[src/rtl/unsat_clause_selector_if.sv]
// Controller-facing port bundle of unsat_clause_selector: clause results in, selections out.
// master = controller side, slave = the selector itself.
interface unsat_clause_selector_if #(
    parameter int unsigned CLAUSE_ID_WIDTH = 16,
    parameter int unsigned DEPTH           = 16
);
    localparam int unsigned ADDR_W = $clog2(DEPTH);

    logic                       epoch_start_i;
    logic                       wr_en_i;
    logic                       unsat_i;
    logic [CLAUSE_ID_WIDTH-1:0] clause_id_i;
    logic                       req_i;
    logic                       sel_valid_o;
    logic [CLAUSE_ID_WIDTH-1:0] sel_clause_id_o;
    logic                       all_sat_o;
    logic                       busy_o;
    logic                       overflow_o;
    logic [ADDR_W:0]            count_o;

    modport master (
        output epoch_start_i, wr_en_i, unsat_i, clause_id_i, req_i,
        input  sel_valid_o, sel_clause_id_o, all_sat_o, busy_o, overflow_o, count_o
    );

    modport slave (
        input  epoch_start_i, wr_en_i, unsat_i, clause_id_i, req_i,
        output sel_valid_o, sel_clause_id_o, all_sat_o, busy_o, overflow_o, count_o
    );
endinterface

[src/rtl/unsat_clause_selector.sv]
// Buffers unsatisfied clause indices per epoch and returns one per request.
// Define SELECTOR_RANDOM_EN to seed the pick from the LFSR; otherwise a round-robin pointer is used.
module unsat_clause_selector #(
    parameter int unsigned CLAUSE_ID_WIDTH = 16,
    parameter int unsigned DEPTH           = 16,
    parameter logic [15:0] LFSR_SEED       = 16'hACE1
) (
    input  logic                   clk_i,
    input  logic                   rst_ni,
    unsat_clause_selector_if.slave bus
);
    localparam int unsigned ADDR_W   = $clog2(DEPTH);
    localparam logic [15:0] SeedInit = (LFSR_SEED == 16'h0000) ? 16'h0001 : LFSR_SEED;
    localparam logic [15:0] LfsrMask = 16'hB400;
    localparam logic [ADDR_W:0] Full = (ADDR_W+1)'(DEPTH);

    typedef enum logic {StIdle, StReduce} state_e;

    state_e                     state_q, state_d;
    logic [CLAUSE_ID_WIDTH-1:0] mem_q [DEPTH];
    logic [ADDR_W:0]            count_q, count_d;
    logic [ADDR_W:0]            snap_q, snap_d;
    logic [ADDR_W-1:0]          idx_q, idx_d;
    logic [ADDR_W-1:0]          rr_q, rr_d;
    logic [15:0]                lfsr_q, lfsr_d;
    logic                       overflow_q, overflow_d;
    logic                       sel_valid_q, sel_valid_d;
    logic                       all_sat_q, all_sat_d;
    logic [CLAUSE_ID_WIDTH-1:0] sel_id_q, sel_id_d;
    logic                       unsat_wr;
    logic                       wr_accept;
    logic [ADDR_W-1:0]          wr_addr;
    logic [ADDR_W-1:0]          seed_idx;

    // Epoch start empties the buffer, so a simultaneous write lands in slot 0.
    assign unsat_wr  = bus.wr_en_i && bus.unsat_i;
    assign wr_accept = unsat_wr && (bus.epoch_start_i || (count_q != Full));
    assign wr_addr   = bus.epoch_start_i ? '0 : count_q[ADDR_W-1:0];

`ifdef SELECTOR_RANDOM_EN
    assign seed_idx = lfsr_q[ADDR_W-1:0];
`else
    assign seed_idx = rr_q;
`endif

    always_comb begin
        count_d    = count_q;
        overflow_d = overflow_q;
        if (bus.epoch_start_i) begin
            count_d    = wr_accept ? (ADDR_W+1)'(1) : '0;
            overflow_d = 1'b0;
        end else if (wr_accept) begin
            count_d = count_q + (ADDR_W+1)'(1);
        end else if (unsat_wr) begin
            overflow_d = 1'b1;
        end
    end

    assign lfsr_d = lfsr_q[0] ? ((lfsr_q >> 1) ^ LfsrMask) : (lfsr_q >> 1);

    always_comb begin
        state_d     = state_q;
        snap_d      = snap_q;
        idx_d       = idx_q;
        rr_d        = rr_q;
        sel_id_d    = sel_id_q;
        sel_valid_d = 1'b0;
        all_sat_d   = 1'b0;
        if (bus.epoch_start_i) begin
            state_d = StIdle;
        end else begin
            unique case (state_q)
                StIdle: begin
                    if (bus.req_i) begin
                        if (count_q == '0) begin
                            all_sat_d = 1'b1;
                        end else begin
                            snap_d  = count_q;
                            idx_d   = seed_idx;
                            state_d = StReduce;
                        end
                    end
                end
                StReduce: begin
                    // Repeated subtraction is a cheap modulo by the snapshot count.
                    if ({1'b0, idx_q} < snap_q) begin
                        sel_id_d    = mem_q[idx_q];
                        sel_valid_d = 1'b1;
                        rr_d        = idx_q + ADDR_W'(1);
                        state_d     = StIdle;
                    end else begin
                        idx_d = idx_q - snap_q[ADDR_W-1:0];
                    end
                end
                default: state_d = StIdle;
            endcase
        end
    end

    always_ff @(posedge clk_i or negedge rst_ni) begin
        if (!rst_ni) begin
            state_q     <= StIdle;
            count_q     <= '0;
            snap_q      <= '0;
            idx_q       <= '0;
            rr_q        <= '0;
            lfsr_q      <= SeedInit;
            overflow_q  <= 1'b0;
            sel_valid_q <= 1'b0;
            all_sat_q   <= 1'b0;
            sel_id_q    <= '0;
        end else begin
            state_q     <= state_d;
            count_q     <= count_d;
            snap_q      <= snap_d;
            idx_q       <= idx_d;
            rr_q        <= rr_d;
            lfsr_q      <= lfsr_d;
            overflow_q  <= overflow_d;
            sel_valid_q <= sel_valid_d;
            all_sat_q   <= all_sat_d;
            sel_id_q    <= sel_id_d;
        end
    end

    // Storage needs no reset: slots at or above count are never read.
    always_ff @(posedge clk_i) begin
        if (wr_accept) begin
            mem_q[wr_addr] <= bus.clause_id_i;
        end
    end

    assign bus.sel_valid_o     = sel_valid_q;
    assign bus.sel_clause_id_o = sel_id_q;
    assign bus.all_sat_o       = all_sat_q;
    assign bus.busy_o          = (state_q == StReduce);
    assign bus.overflow_o      = overflow_q;
    assign bus.count_o         = count_q;
endmodule

[src/flat_wrapper.sv]
// flat-port wrapper written by rule: the top's interface ports become plain ports
module unsat_clause_selector_flat 
#(
    parameter int unsigned CLAUSE_ID_WIDTH = 16,
    parameter int unsigned DEPTH           = 16,
    parameter logic [15:0] LFSR_SEED       = 16'hACE1
)
  (clk_i, rst_ni, bus_epoch_start_i, bus_wr_en_i, bus_unsat_i, bus_clause_id_i, bus_req_i, bus_sel_valid_o, bus_sel_clause_id_o, bus_all_sat_o, bus_busy_o, bus_overflow_o, bus_count_o);
  unsat_clause_selector_if #(.CLAUSE_ID_WIDTH(CLAUSE_ID_WIDTH), .DEPTH(DEPTH)) bus_i ();
  input  logic clk_i;
  input  logic rst_ni;
  input wire logic [$bits(bus_i.epoch_start_i)-1:0] bus_epoch_start_i;
  input wire logic [$bits(bus_i.wr_en_i)-1:0] bus_wr_en_i;
  input wire logic [$bits(bus_i.unsat_i)-1:0] bus_unsat_i;
  input wire logic [$bits(bus_i.clause_id_i)-1:0] bus_clause_id_i;
  input wire logic [$bits(bus_i.req_i)-1:0] bus_req_i;
  output wire logic [$bits(bus_i.sel_valid_o)-1:0] bus_sel_valid_o;
  output wire logic [$bits(bus_i.sel_clause_id_o)-1:0] bus_sel_clause_id_o;
  output wire logic [$bits(bus_i.all_sat_o)-1:0] bus_all_sat_o;
  output wire logic [$bits(bus_i.busy_o)-1:0] bus_busy_o;
  output wire logic [$bits(bus_i.overflow_o)-1:0] bus_overflow_o;
  output wire logic [$bits(bus_i.count_o)-1:0] bus_count_o;
  assign bus_i.epoch_start_i = bus_epoch_start_i;
  assign bus_i.wr_en_i = bus_wr_en_i;
  assign bus_i.unsat_i = bus_unsat_i;
  assign bus_i.clause_id_i = bus_clause_id_i;
  assign bus_i.req_i = bus_req_i;
  assign bus_sel_valid_o = bus_i.sel_valid_o;
  assign bus_sel_clause_id_o = bus_i.sel_clause_id_o;
  assign bus_all_sat_o = bus_i.all_sat_o;
  assign bus_busy_o = bus_i.busy_o;
  assign bus_overflow_o = bus_i.overflow_o;
  assign bus_count_o = bus_i.count_o;
  unsat_clause_selector #(.CLAUSE_ID_WIDTH(CLAUSE_ID_WIDTH), .DEPTH(DEPTH), .LFSR_SEED(LFSR_SEED)) u_core (.clk_i(clk_i), .rst_ni(rst_ni), .bus(bus_i));
endmodule
[config.mk]
export PLATFORM = sky130hd
export DESIGN_NAME = unsat_clause_selector_flat
export DESIGN_NICKNAME = d
export VERILOG_FILES = /design/src/rtl/unsat_clause_selector_if.sv /design/src/rtl/unsat_clause_selector.sv /design/src/flat_wrapper.sv
export SDC_FILE = /design/constraint.sdc
export NUM_CORES = 1
export LEC_CHECK = 0
export BUFFER_PORTS_ARGS = -buffer_cell sky130_fd_sc_hd__buf_4
export CAP_MARGIN = 20
export CORE_MARGIN = 4
export CORE_UTILIZATION = 35
export CTS_CLUSTER_SIZE = 14
export DETAILED_ROUTE_END_ITERATION = 10
export GPL_TIMING_DRIVEN = 0
export PLACE_DENSITY = 0.59
export SETUP_SLACK_MARGIN = 0.2
export SKIP_LAST_GASP = 1
export SYNTH_ARGS = -nofsm -noshare
export SYNTH_HDL_FRONTEND = slang
export SYNTH_SLANG_ARGS = --single-unit
[constraint.sdc]
create_clock -name clk_i -period 3.3 [get_ports clk_i]
set_input_delay 0.33 -clock clk_i [delete_from_list [all_inputs] [get_ports clk_i]]
set_output_delay 0.33 -clock clk_i [all_outputs]
set_load 0.05 [all_outputs]
Word level (Yosys, flattened, before mapping)
Memories as Yosys holds them, arrays and structs flattened. A register that Yosys moved wholly into a read port is not among the register bits.
Index checks and enable logic that the tools add are counted.

word-level totals
  bits in writable memories = 256
  memories = 1
  output and inout bits = 25
  flip-flop bits (word level) = 22
  bits of input ports = 22

memory list
  name          depth  bits a word  rd ports  clocked after memory_dff  wr ports  line                         text
  u_core.mem_q  16     16           1         1                         1         unsat_clause_selector.sv:20  logic [CLAUSE_ID_WIDTH-1:0] mem_q [DEPTH];

operators by class
  $lt $le $gt $ge = 1
  bitwise operators = 3
  reduce and logical (&&, ||, !) cells = 11
  add/sub/neg operators = 3
  multiplexer cells = 25
  equality and inequality tests = 5

operators by type and width
  operator                                                       number
  1-bit 2-to-1 mux                                               17
  4-bit 2-to-1 mux                                               4
  5-bit 2-to-1 mux                                               2
  2-bit inequality test, second input constant                   4
  4-bit one-hot mux with 2 select lines                          1
  4-bit AND reduction                                            2
  5-bit by 1-bit adder with 5-bit output, second input constant  1
  5-bit zero test                                                1
  4-bit by 5-bit < comparator with 1-bit output                  1
  5-bit inequality test, second input constant                   1
  4-bit by 1-bit adder with 4-bit output, second input constant  1
  2-bit nonzero test                                             2
  4-bit subtractor                                               1
  1-bit NOT                                                      3
  3-bit AND reduction                                            1
  1-bit logical AND                                              2
  1-bit one-hot mux with 2 select lines                          1
  2-bit AND reduction                                            1
  1-bit zero test                                                1
  1-bit logical OR                                               1

Depth between registers and ports, before layout
Gate-level depths: netlist of run 1.

  depth in word-level cells = 5
  mapped depth = 9
  gate-level depth less buffers = 7

Worst setup path after synthesis of run 1
No wires, ideal clock.

  path kind = register to register
  start = register u_core.count_q[0], in the netlist u_core.bus.count_o[0]
  end = memory u_core.mem_q[7][0] (enable)
  cell stages (with the launch flop) = 7
  library setup time = 388 ps
  data arrival time = 2744 ps
  setup slack = 167 ps
  data required time = 2912 ps
  cells stage by stage = dfrtp_1 > inv_1 > ha_1 > nor4b_1 > a21oi_1 > nand3_1 > nor2_1

between the ends
  word-level cells in the longest chain between the ends = 5
  elaborated cells between the ends (all ways) = 6

RTL lines
  element                                 line                          text
  start: declaration                      unsat_clause_selector.sv:21   logic [ADDR_W:0] count_q, count_d;
  start signal: assignment                unsat_clause_selector.sv:114  count_q <= count_d;
  5-bit inequality test                   unsat_clause_selector.sv:37   assign wr_accept = unsat_wr && (bus.epoch_start_i || (count_q != Full));
  1-bit logical OR                        unsat_clause_selector.sv:37
  1-bit logical AND                       unsat_clause_selector.sv:37
  1-bit 2-to-1 mux                        unsat_clause_selector.sv:128  if (wr_accept) begin
  1-bit 2-to-1 mux (not written as such)  unsat_clause_selector.sv:129  mem_q[wr_addr] <= bus.clause_id_i;
  end: declaration                        unsat_clause_selector.sv:20

Several ways; a longest one is shown, not always the timed one.

Worst setup path in the final report of run 1
  start = register u_core.count_q[0], in the netlist u_core.bus.count_o[0]
  end = memory u_core.mem_q[10][7] (enable)

The elaborated chain is that of the path after synthesis.

==> impl_metrics.yaml, run 1 <==
status:
  status: "complete, no violations"
power_and_ir_drop:
  powerDensity_nw_per_um2: 776
  p_leak_nw: 4.56
  p_total_mw: 10.7
  ir_drop_v: 0.000377
floorplanning:
  start_util_pct: 35.5
  core_area_um2: 32600
  die_y_um: 190
  die_area_um2: 36100
  io_pins: 47
  row_count: 66
  dieWidth_um: 190
yosys:
  ys_async_sr_fraction_pct: 12.9
  ys_seq_area_share_pct: 74.6
  yosysTopAreaCell: "edfxtp_1"
  synth_top_area_share_pct: 66.4
  ys_ff_latch: 294
  synthesis.instances: 560
  synth_area_leaders: "edfxtp_1, mux4_2, dfrtp_1"
  synth_compound_area_share_pct: 2.60
  synthMuxAreaShare_pct: 17.0
  synth_edf_count: 256
  synthAdderAreaFrac_pct: 0.929
  synthSimpleGateAreaFrac_pct: 2.54
  synth_top_family_by_area: "multiplexers"
  syn_area_um2: 11600
  ys.flop_type: "edfxtp_1"
  yosys_warnings: 0
  avgSynthCellArea_um2: 20.7
  synth.distinct_cells: 40
  synthXorXnorAreaFrac_pct: 0.378
  syn-num-nets: 590
cells_and_area:
  drive_gt1_share_pct: 35.4
  ff_latch_area_um2: 8640
  mostFrequentLayoutCell: "edfxtp_1"
  layout_common_cells: "edfxtp_1, mux4_2, buf_4"
  final_cell_area_um2: 13800
  fin_util_pct: 42.3
  nets: 683
  syn_to_final_growth_pct: 19.1
  fillers: 2819
  multi_input_area_um2: 2760
cts:
  cts_root_buffer: "clkbuf_16"
  cts_buffers: 30
  h-tree-depth: 1
  postCtsSetupRepairBufs: 0
  clk_pin_slew_worst_paths_ns: 0.06
  clockBufferDepth: 3
  tritoncts: "built"
  insertion_delay_ns: 0.55
  cts_sinks: 294
critical_path:
  slowest_stage: "nor2_2"
  cpLargestDelayFamily: "simple AND/OR/NAND/NOR gates"
  cp.arrival_ns: 3.17
  start_kind: "flip-flop"
  slowest_delay_ns: 0.57
  path_buf_inv: 2
  crit_type: "flip-flop to flip-flop"
  endpoint_kind: "flip-flop"
  crit_required_ns: 3.55
  path_max_fanout: 10
  cp_cell_sequence: "inv_1 -> ha_1 -> nor4b_1 -> a21oi_2 -> nand3_1 -> nor2_2 -> buf_8"
routing:
  drtAntennaViolNets: 0
  totalWireLength_mm: 24.7
  drt-pass1-iter-count: 5
  num_vias: 5658
  drc: 0
  drt_iter0_drc: 509
  vias_per_cell: 5.06
  wire_per_inst_um: 22.1
global_routing:
  grt_pass1_vias: 6032
  grt_pass1_wl_mm: 37.5
  grt-ovfl-total: 0
  grt_max_degree: 39
  track_usage_pct: 13.8
  antenna_found_initial: 0
run:
  drv_cap: 0
sta:
  slew_viol_final: 0
  hold_viol: 0
  clock_skew_ns: 0.0120
  slew_headroom_pct: 30.6
  setup_viol: 0
  worst_pin_slew_ns: 1.04
  rsz0062_at_grt: "no"
  finalCritPeriodShare_pct: 88.6
  final.min_clock_period_ns: 2.92
  max_freq_ghz: 0.342
placed_design:
  port_buffers: 46
  place_area_um2: 12700
  place_congestion: 0.769
  dpl.hpwl_mm: 16.4
worst_hold_path:
  hold_class: "input pin to flip-flop"
layout make-up:
class / count / area share [%]
clock buffer: 36 / 5.76
sequential: 294 / 62.6
buffer: 29 / 1.44
multi-input combinational: 228 / 20.0
clock inverter: 19 / 1.80
timing repair buffer: 61 / 4.10
tap: 442 / 4.01
inverter: 9 / 0.245
antenna: 1 / 0.0181
kinds of logic after synthesis:
| logic type | Yosys count |
|---|---|
| AOI/OAI and AO/OA | 50 |
| xor gates and xnor gates | 5 |
| adders and majority gates | 8 |
| buffers and inverters | 38 |
| DFF | 294 |
| muxes | 109 |
| and+or+nand+nor | 56 |
power by group:
group          leakage, nW  switching [mW]  total, mW  internal, mW
clock network        0.497            1.36       3.53          2.18
logic                 1.26            1.61       2.84          1.22
registers             2.80           0.116       4.33          4.21
total                 4.56            3.09       10.7          7.61
synthesized netlist by cell type (all sizes together), types with 7 or more instances:
master and number:
dfrtp 38, buf 23, ha 7, mux4 64
mux2 27, o22ai 16, a21oi 21, mux2i 18
nand3 7, inv 9, edfxtp 256, nor2 21
per-layer routing:
layer | vias up | global-route usage (%) | routed length [um]
li1 | 2476 | - | -
met5 | - | 0 | 0
met3 | 37 | 2.50 | 1660
met4 | 0 | 3.42 | 445
met2 | 162 | 22.8 | 12000
met1 | 2983 | 19.3 | 10700
through the flow:
stage	setup slack [ns]	instances	hold WS [ns]	TNS, ns
2_1_floorplan	0.167	560	0.0344	0
3_3_place_gp	-0.344	1048	0.344	-67.58
3_5_place_dp	-0.0900	1062	0.356	-1.43
4_1_cts	0.387	1118	0.0210	0
5_1_grt	0.237	1118	0.0265	0
6_report	0.376	1119	0.0393	0
flip-flops by register name (all words and copies together) (netlist names):
name	flops
u_core.bus.all_sat_o	1
u_core.bus.busy_o	1
u_core.bus.count_o	5
u_core.bus.overflow_o	1
u_core.bus.sel_clause_id_o	16
u_core.bus.sel_valid_o	1
u_core.idx_q	4
u_core.mem_q	256
u_core.rr_q	4
u_core.snap_q	5
repair_timing:
| action | 4_1_cts | 5_1_grt |
|---|---|---|
| resized for setup | 2 | 0 |
| endpoints found under the hold margin | 38 | 0 |
| hold buffers | 1 | 0 |
| endpoints found under the setup margin | 46 | 0 |
worst register-to-register path: stages (launching register included):
cell     delay, ns
dfrtp_1       0.50
inv_1         0.14
ha_1          0.22
nor4b_1       0.17
a21oi_2       0.40
nand3_1       0.40
nor2_2        0.57
buf_8         0.23
worst paths after layout:
path | startpoint | to | slack [ns] | cells past startpoint
max | u_core.bus.count_o[0]$_DFFE_PN0P_ | u_core.mem_q[10][7]$_DFFE_PP_ | 0.38 | 7
min | bus_req_i | u_core.bus.all_sat_o$_DFF_PN0_ | 0.04 | 3
max reg2reg | u_core.bus.count_o[0]$_DFFE_PN0P_ | u_core.mem_q[10][7]$_DFFE_PP_ | 0.38 | 7
min reg2reg | u_core.snap_q[1]$_DFFE_PN0P_ | u_core.snap_q[1]$_DFFE_PN0P_ | 0.49 | 2
max in group asynchronous | rst_ni | u_core.bus.sel_clause_id_o[12]$_DFFE_PN0P_ | 2.63 | 2
min in group asynchronous | rst_ni | u_core.bus.overflow_o$_DFFE_PN0P_ | 0.31 | 2
Note: power is estimated with default switching activity, not from simulation.
==> run 2: changes to the inputs <==
==> constraint.sdc (replaced) <==
create_clock -name clk_i -period 3.15 [get_ports clk_i]
set_input_delay 0.315 -clock clk_i [delete_from_list [all_inputs] [get_ports clk_i]]
set_output_delay 0.315 -clock clk_i [all_outputs]
set_load 0.05 [all_outputs]
==> run 2 against run 1 <==
  * Sequential power grew 4.8%
  * Register-to-register slack got worse by 0.16 ns
  * Final cell count shrank 0.18%
  * Clock power down 6.2%
  * Die area did not move
  * Critical path depth did not move
  * Sequential share of layout area up 0.14 points
  * Global-route usage fell by 0.18 points
  * Utilization shrank 0.096 points
  * Count of clock-buffer cells in the layout shrank 2
  * Total power grew 1.0%
  * Fmax is 0.30% lower
  * Critical endpoint is now u_core.mem_q[6][8]$_DFFE_PP_
  * Largest cell class unchanged
  * Highest routed layer unchanged
==> impl_metrics.yaml, run 2 (synthesis gave the netlist of run 1 again) <==
status:
  status: "complete, no violations"
routing:
  drc: 0
  vias_per_cell: 5.02
  drt-pass1-iter-count: 5
  drtAntennaViolNets: 0
  drt_iter0_drc: 500
  num_vias: 5611
  totalWireLength_mm: 24.5
  wire_per_inst_um: 21.9
cells_and_area:
  nets: 684
  drive_gt1_share_pct: 34.8
  n_antenna_cell: 0
  multi_input_area_um2: 2820
  syn_to_final_growth_pct: 18.8
  stdcell_count: 1117
  layout_common_cells: "edfxtp_1, mux4_2, buf_4"
  fin_util_pct: 42.2
  ff_latch_area_um2: 8640
  mostFrequentLayoutCell: "edfxtp_1"
  max_flop_register: "u_core.mem_q"
  largest_reg_flops: 256
  fillers: 2833
power_and_ir_drop:
  p_leak_nw: 4.52
  ir_drop_v: 0.000390
  p_total_mw: 10.8
  powerDensity_nw_per_um2: 785
critical_path:
  path_max_fanout: 10
  cp.arrival_ns: 3.19
  worstRegToRegCells: 7
  crit_type: "flip-flop to flip-flop"
  endpoint_kind: "flip-flop"
  crit_required_ns: 3.40
  start_kind: "flip-flop"
global_routing:
  grt_pass1_vias: 5907
  grt_pass1_wl_mm: 37.3
  track_usage_pct: 13.7
  grt_max_degree: 39
  antenna_found_initial: 0
  grt-ovfl-total: 0
floorplanning:
  io_pins: 47
  die_y_um: 190
  row_count: 66
  die_area_um2: 36100
  dieWidth_um: 190
  start_util_pct: 35.5
  core_area_um2: 32600
sta:
  final.min_clock_period_ns: 2.93
  clock_skew_ns: 0.00922
  max_freq_ghz: 0.341
  rsz0062_at_grt: "yes"
  slew_headroom_pct: 35.2
  slew_viol_final: 0
  finalCritPeriodShare_pct: 93.1
  worst_pin_slew_ns: 0.972
  hold_viol: 0
  setup_viol: 0
cts:
  clk_pin_slew_worst_paths_ns: 0.06
  insertion_delay_ns: 0.54
  cts_root_buffer: "clkbuf_16"
  clockBufferDepth: 3
  tritoncts: "built"
  cts_buffers: 29
  h-tree-depth: 1
  cts_sinks: 294
placed_design:
  port_buffers: 46
  place_congestion: 0.747
  dpl.hpwl_mm: 16.2
  dp.cells: 1059
run:
  drv_cap: 0
worst_hold_path:
  whs_path_depth: 2
  hold_class: "input pin to flip-flop"
run 2: timing repair:
action,4_1_cts,5_1_grt
setup buffers,0,4
endpoints found under the setup margin,224,173
endpoints found under the hold margin,39,0
pin swaps,0,4
hold buffers,2,0
resized for setup,5,9
run 2: stage by stage:
stage / setup slack [ns] / TNS [ns] / hold WS (ns) / cell area (um2)
after floorplan: 0.0174 / 0 / 0.0194 / 11600
after global placement: -0.549 / -90.55 / 0.317 / 12500
after detailed placement: -0.325 / -19.85 / 0.332 / 12700
after CTS: 0.190 / 0 / 0.0224 / 13600
after global routing: 0.0388 / 0 / 0.0319 / 13800
final: 0.217 / 0 / 0.0311 / 13800
run 2: path summary, 6_finish.rpt:
path | slack (ns) | startpoint | endpoint
setup reg to reg | 0.22 | u_core.bus.count_o[0]$_DFFE_PN0P_ | u_core.mem_q[6][8]$_DFFE_PP_
min in group asynchronous | 0.29 | rst_ni | u_core.bus.count_o[4]$_DFFE_PN0P_
max in group asynchronous | 2.50 | rst_ni | u_core.bus.sel_clause_id_o[11]$_DFFE_PN0P_
hold reg to reg | 0.49 | u_core.snap_q[1]$_DFFE_PN0P_ | u_core.snap_q[1]$_DFFE_PN0P_
hold / removal | 0.03 | bus_epoch_start_i | u_core.bus.busy_o$_DFF_PN0_
setup / recovery | 0.22 | u_core.bus.count_o[0]$_DFFE_PN0P_ | u_core.mem_q[6][8]$_DFFE_PP_
run 2: layout make-up:
class                      count  share of cell area, %
sequential                   294                   62.8
tap                          442                   4.02
clock inverter                18                   1.20
timing repair buffer          63                   4.44
buffer                        29                   1.45
multi-input combinational    228                   20.5
clock buffer                  34                   5.41
inverter                       9                  0.245
run 2: power by group:
| group | switching [mW] | total [mW] | internal, mW |
|---|---|---|---|
| sequential | 0.127 | 4.54 | 4.42 |
| clock | 1.38 | 3.31 | 1.92 |
| combinational | 1.68 | 2.96 | 1.28 |
run 2: worst max-delay path, stage by stage, from the launching register on:
cell and delay (ns):
dfrtp_1 0.51, inv_1 0.15, ha_1 0.24, nor4b_1 0.17, a21oi_2 0.41, nand3_1 0.49, nor2_4 0.45, buf_8 0.20
run 2: metal layers:
layer  up-vias  GRT usage (%)  wire, um
li1       2466              -         -
met1      2965           19.0     10800
met2       148           22.5     12000
met3        32           2.70      1400
met4         0           3.14       362
met5         -              0         0
==> run 3: changes to the inputs <==
==> constraint.sdc (replaced) <==
create_clock -name clk_i -period 3.15 [get_ports clk_i]
set_input_delay 0.315 -clock clk_i [delete_from_list [all_inputs] [get_ports clk_i]]
set_output_delay 0.315 -clock clk_i [all_outputs]
set_load 0.1 [all_outputs]
==> run 3 against run 2 <==
  * Fmax grew 7.9%
  * Non-clock buffer count is 3 higher
  * Worst setup slack better by 0.21 ns
  * Global-route usage down 0.19 points
  * Utilization stayed put
  * Clock skew fell by 0.0019 ns
  * Total power is 3.8% higher
  * First-iteration DRC count grew 8.2%
  * Flip-flop and latch count is the same
  * Critical path depth unchanged
  * Worst hold slack got worse by 0.0012 ns
  * Largest power group unchanged
==> impl_metrics.yaml, run 3 (synthesis gave the netlist of run 1 again) <==
status:
  status: "complete, no violations"
routing:
  met2_length_mm: 11.5
  wire_per_inst_um: 21.7
  wl_met3_mm: 1.42
  drc: 0
  totalWireLength_mm: 24.3
  num_vias: 5590
  wl_met1_mm: 11.0
  vias_per_cell: 4.99
  drt-pass1-iter-count: 7
  drtAntennaViolNets: 0
  topRoutingLayerUsed: "met4"
  drt_iter0_drc: 541
floorplanning:
  io_pins: 47
  start_util_pct: 35.5
  row_count: 66
  dieWidth_um: 190
  die_area_um2: 36100
  die_y_um: 190
  core_area_um2: 32600
placed_design:
  port_buffers: 46
  dpl.hpwl_mm: 15.6
  place_congestion: 0.724
  pre_cts_ws_ns: -0.113
global_routing:
  track_usage_pct: 13.5
  grt_max_degree: 39
  grt_pass1_vias: 5808
  antenna_found_initial: 0
  grt-ovfl-total: 0
  grt_pass1_wl_mm: 36.6
cells_and_area:
  nets: 687
  mostFrequentLayoutCell: "edfxtp_1"
  multi_input_area_um2: 2810
  layout_common_cells: "edfxtp_1, mux4_2, buf_4"
  max_flop_register: "u_core.mem_q"
  drive_gt1_share_pct: 35.5
  syn_to_final_growth_pct: 18.8
  ff_latch_area_um2: 8640
  fillers: 2829
  largest_reg_flops: 256
  n_antenna_cell: 0
cts:
  clockBufferDepth: 3
  cts_root_buffer: "clkbuf_16"
  clk_pin_slew_worst_paths_ns: 0.06
  h-tree-depth: 1
  tritoncts: "built"
  insertion_delay_ns: 0.55
  cts_sinks: 294
  cts_buffers: 29
critical_path:
  crit_type: "flip-flop to flip-flop"
  endpoint_kind: "flip-flop"
  path_max_fanout: 11
  crit_required_ns: 3.41
  cp.arrival_ns: 2.98
  start_kind: "flip-flop"
sta:
  slew_viol_final: 0
  final.min_clock_period_ns: 2.72
  rsz0062_at_grt: "no"
  worst_slack_ns: 0.431
  worst_pin_slew_ns: 0.936
  setup_viol: 0
  hold_viol: 0
  max_freq_ghz: 0.368
  clock_skew_ns: 0.00732
  finalCritPeriodShare_pct: 86.3
  slew_headroom_pct: 37.6
power_and_ir_drop:
  ir_drop_v: 0.000456
  powerDensity_nw_per_um2: 816
  p_leak_nw: 4.53
  p_total_mw: 11.2
run:
  drv_cap: 0
worst_hold_path:
  hold_class: "input pin to flip-flop"
## run 3: cell types whose count changed in the layout (fill, tap and decap cells not counted), moves of 2 or more
cell,delta
buf_8,-6
buf_4,+7
nor2_2,+3
buf_12,+2
dfrtp_1,-3
nor2_4,-3
dfrtp_2,+3
## run 3: repair_timing
| action | 4_1_cts | 5_1_grt |
|---|---|---|
| gates cloned | 0 | 0 |
| hold buffers | 2 | 0 |
| gates resized for setup | 4 | 7 |
| endpoints found under the setup margin | 240 | 228 |
| endpoints found under the hold margin | 39 | 0 |
| buffers inserted | 9 | 4 |
| pin swaps | 4 | 4 |
## run 3: area by class of cell
cell class | count | share of cell area, %
clock inverter | 19 | 1.29
multi-input combinational | 228 | 20.4
tap | 442 | 4.02
inverter | 9 | 0.245
buffer | 29 | 1.45
clock buffer | 33 | 5.38
timing repair buffer | 66 | 4.45
sequential | 294 | 62.8
## run 3: power breakdown
part	total, mW	switching, mW	internal, mW
clock	3.32	1.39	1.93
sequential	4.54	0.122	4.42
combinational	3.37	2.09	1.28
total	11.2	3.60	7.62
## run 3: routing by layer
| layer | vias up | GRT usage [%] |
|---|---|---|
| met5 | - | 0 |
| met4 | 0 | 3.17 |
| met3 | 31 | 2.53 |
| met2 | 137 | 21.7 |
| met1 | 2940 | 19.2 |
| li1 | 2482 | - |
## run 3: final timing paths
path | from | endpoint | slack [ns] | cells after the start
setup / recovery | u_core.bus.count_o[0]$_DFFE_PN0P_ | u_core.mem_q[4][12]$_DFFE_PP_ | 0.43 | 7
hold / removal | bus_epoch_start_i | u_core.bus.busy_o$_DFF_PN0_ | 0.03 | 2
setup reg to reg | u_core.bus.count_o[0]$_DFFE_PN0P_ | u_core.mem_q[4][12]$_DFFE_PP_ | 0.43 | 7
hold reg to reg | u_core.snap_q[1]$_DFFE_PN0P_ | u_core.snap_q[1]$_DFFE_PN0P_ | 0.49 | 2
max in group asynchronous | rst_ni | u_core.bus.count_o[1]$_DFFE_PN0P_ | 2.49 | 2
min in group asynchronous | rst_ni | u_core.snap_q[0]$_DFFE_PN0P_ | 0.29 | 2
## run 3: critical path, cell delays in order, from the launching register on
cell and delay, ns:
dfrtp_2 0.45, inv_1 0.11, ha_1 0.22, nor4b_1 0.17, a21oi_2 0.38, nand3_1 0.39, nor2_2 0.48, buf_8 0.22
## run 3: per-stage QoR
| step | utilization [%] | instance area [um2] | TNS [ns] | hold WS, ns | cells |
|---|---|---|---|---|---|
| global placement | 38.4 | 12500 | -4.61 | 0.311 | 1048 |
| CTS | 41.6 | 13600 | -6.39 | 0.00769 | 1111 |
| finish | 42.2 | 13800 | 0 | 0.0298 | 1120 |
| floorplan | - | 11600 | 0 | 0.0194 | 560 |
| global route | 42.2 | 13800 | 0 | 0.0134 | 1120 |
| detailed placement | 38.4 | 12500 | -11.96 | 0.325 | 1048 |
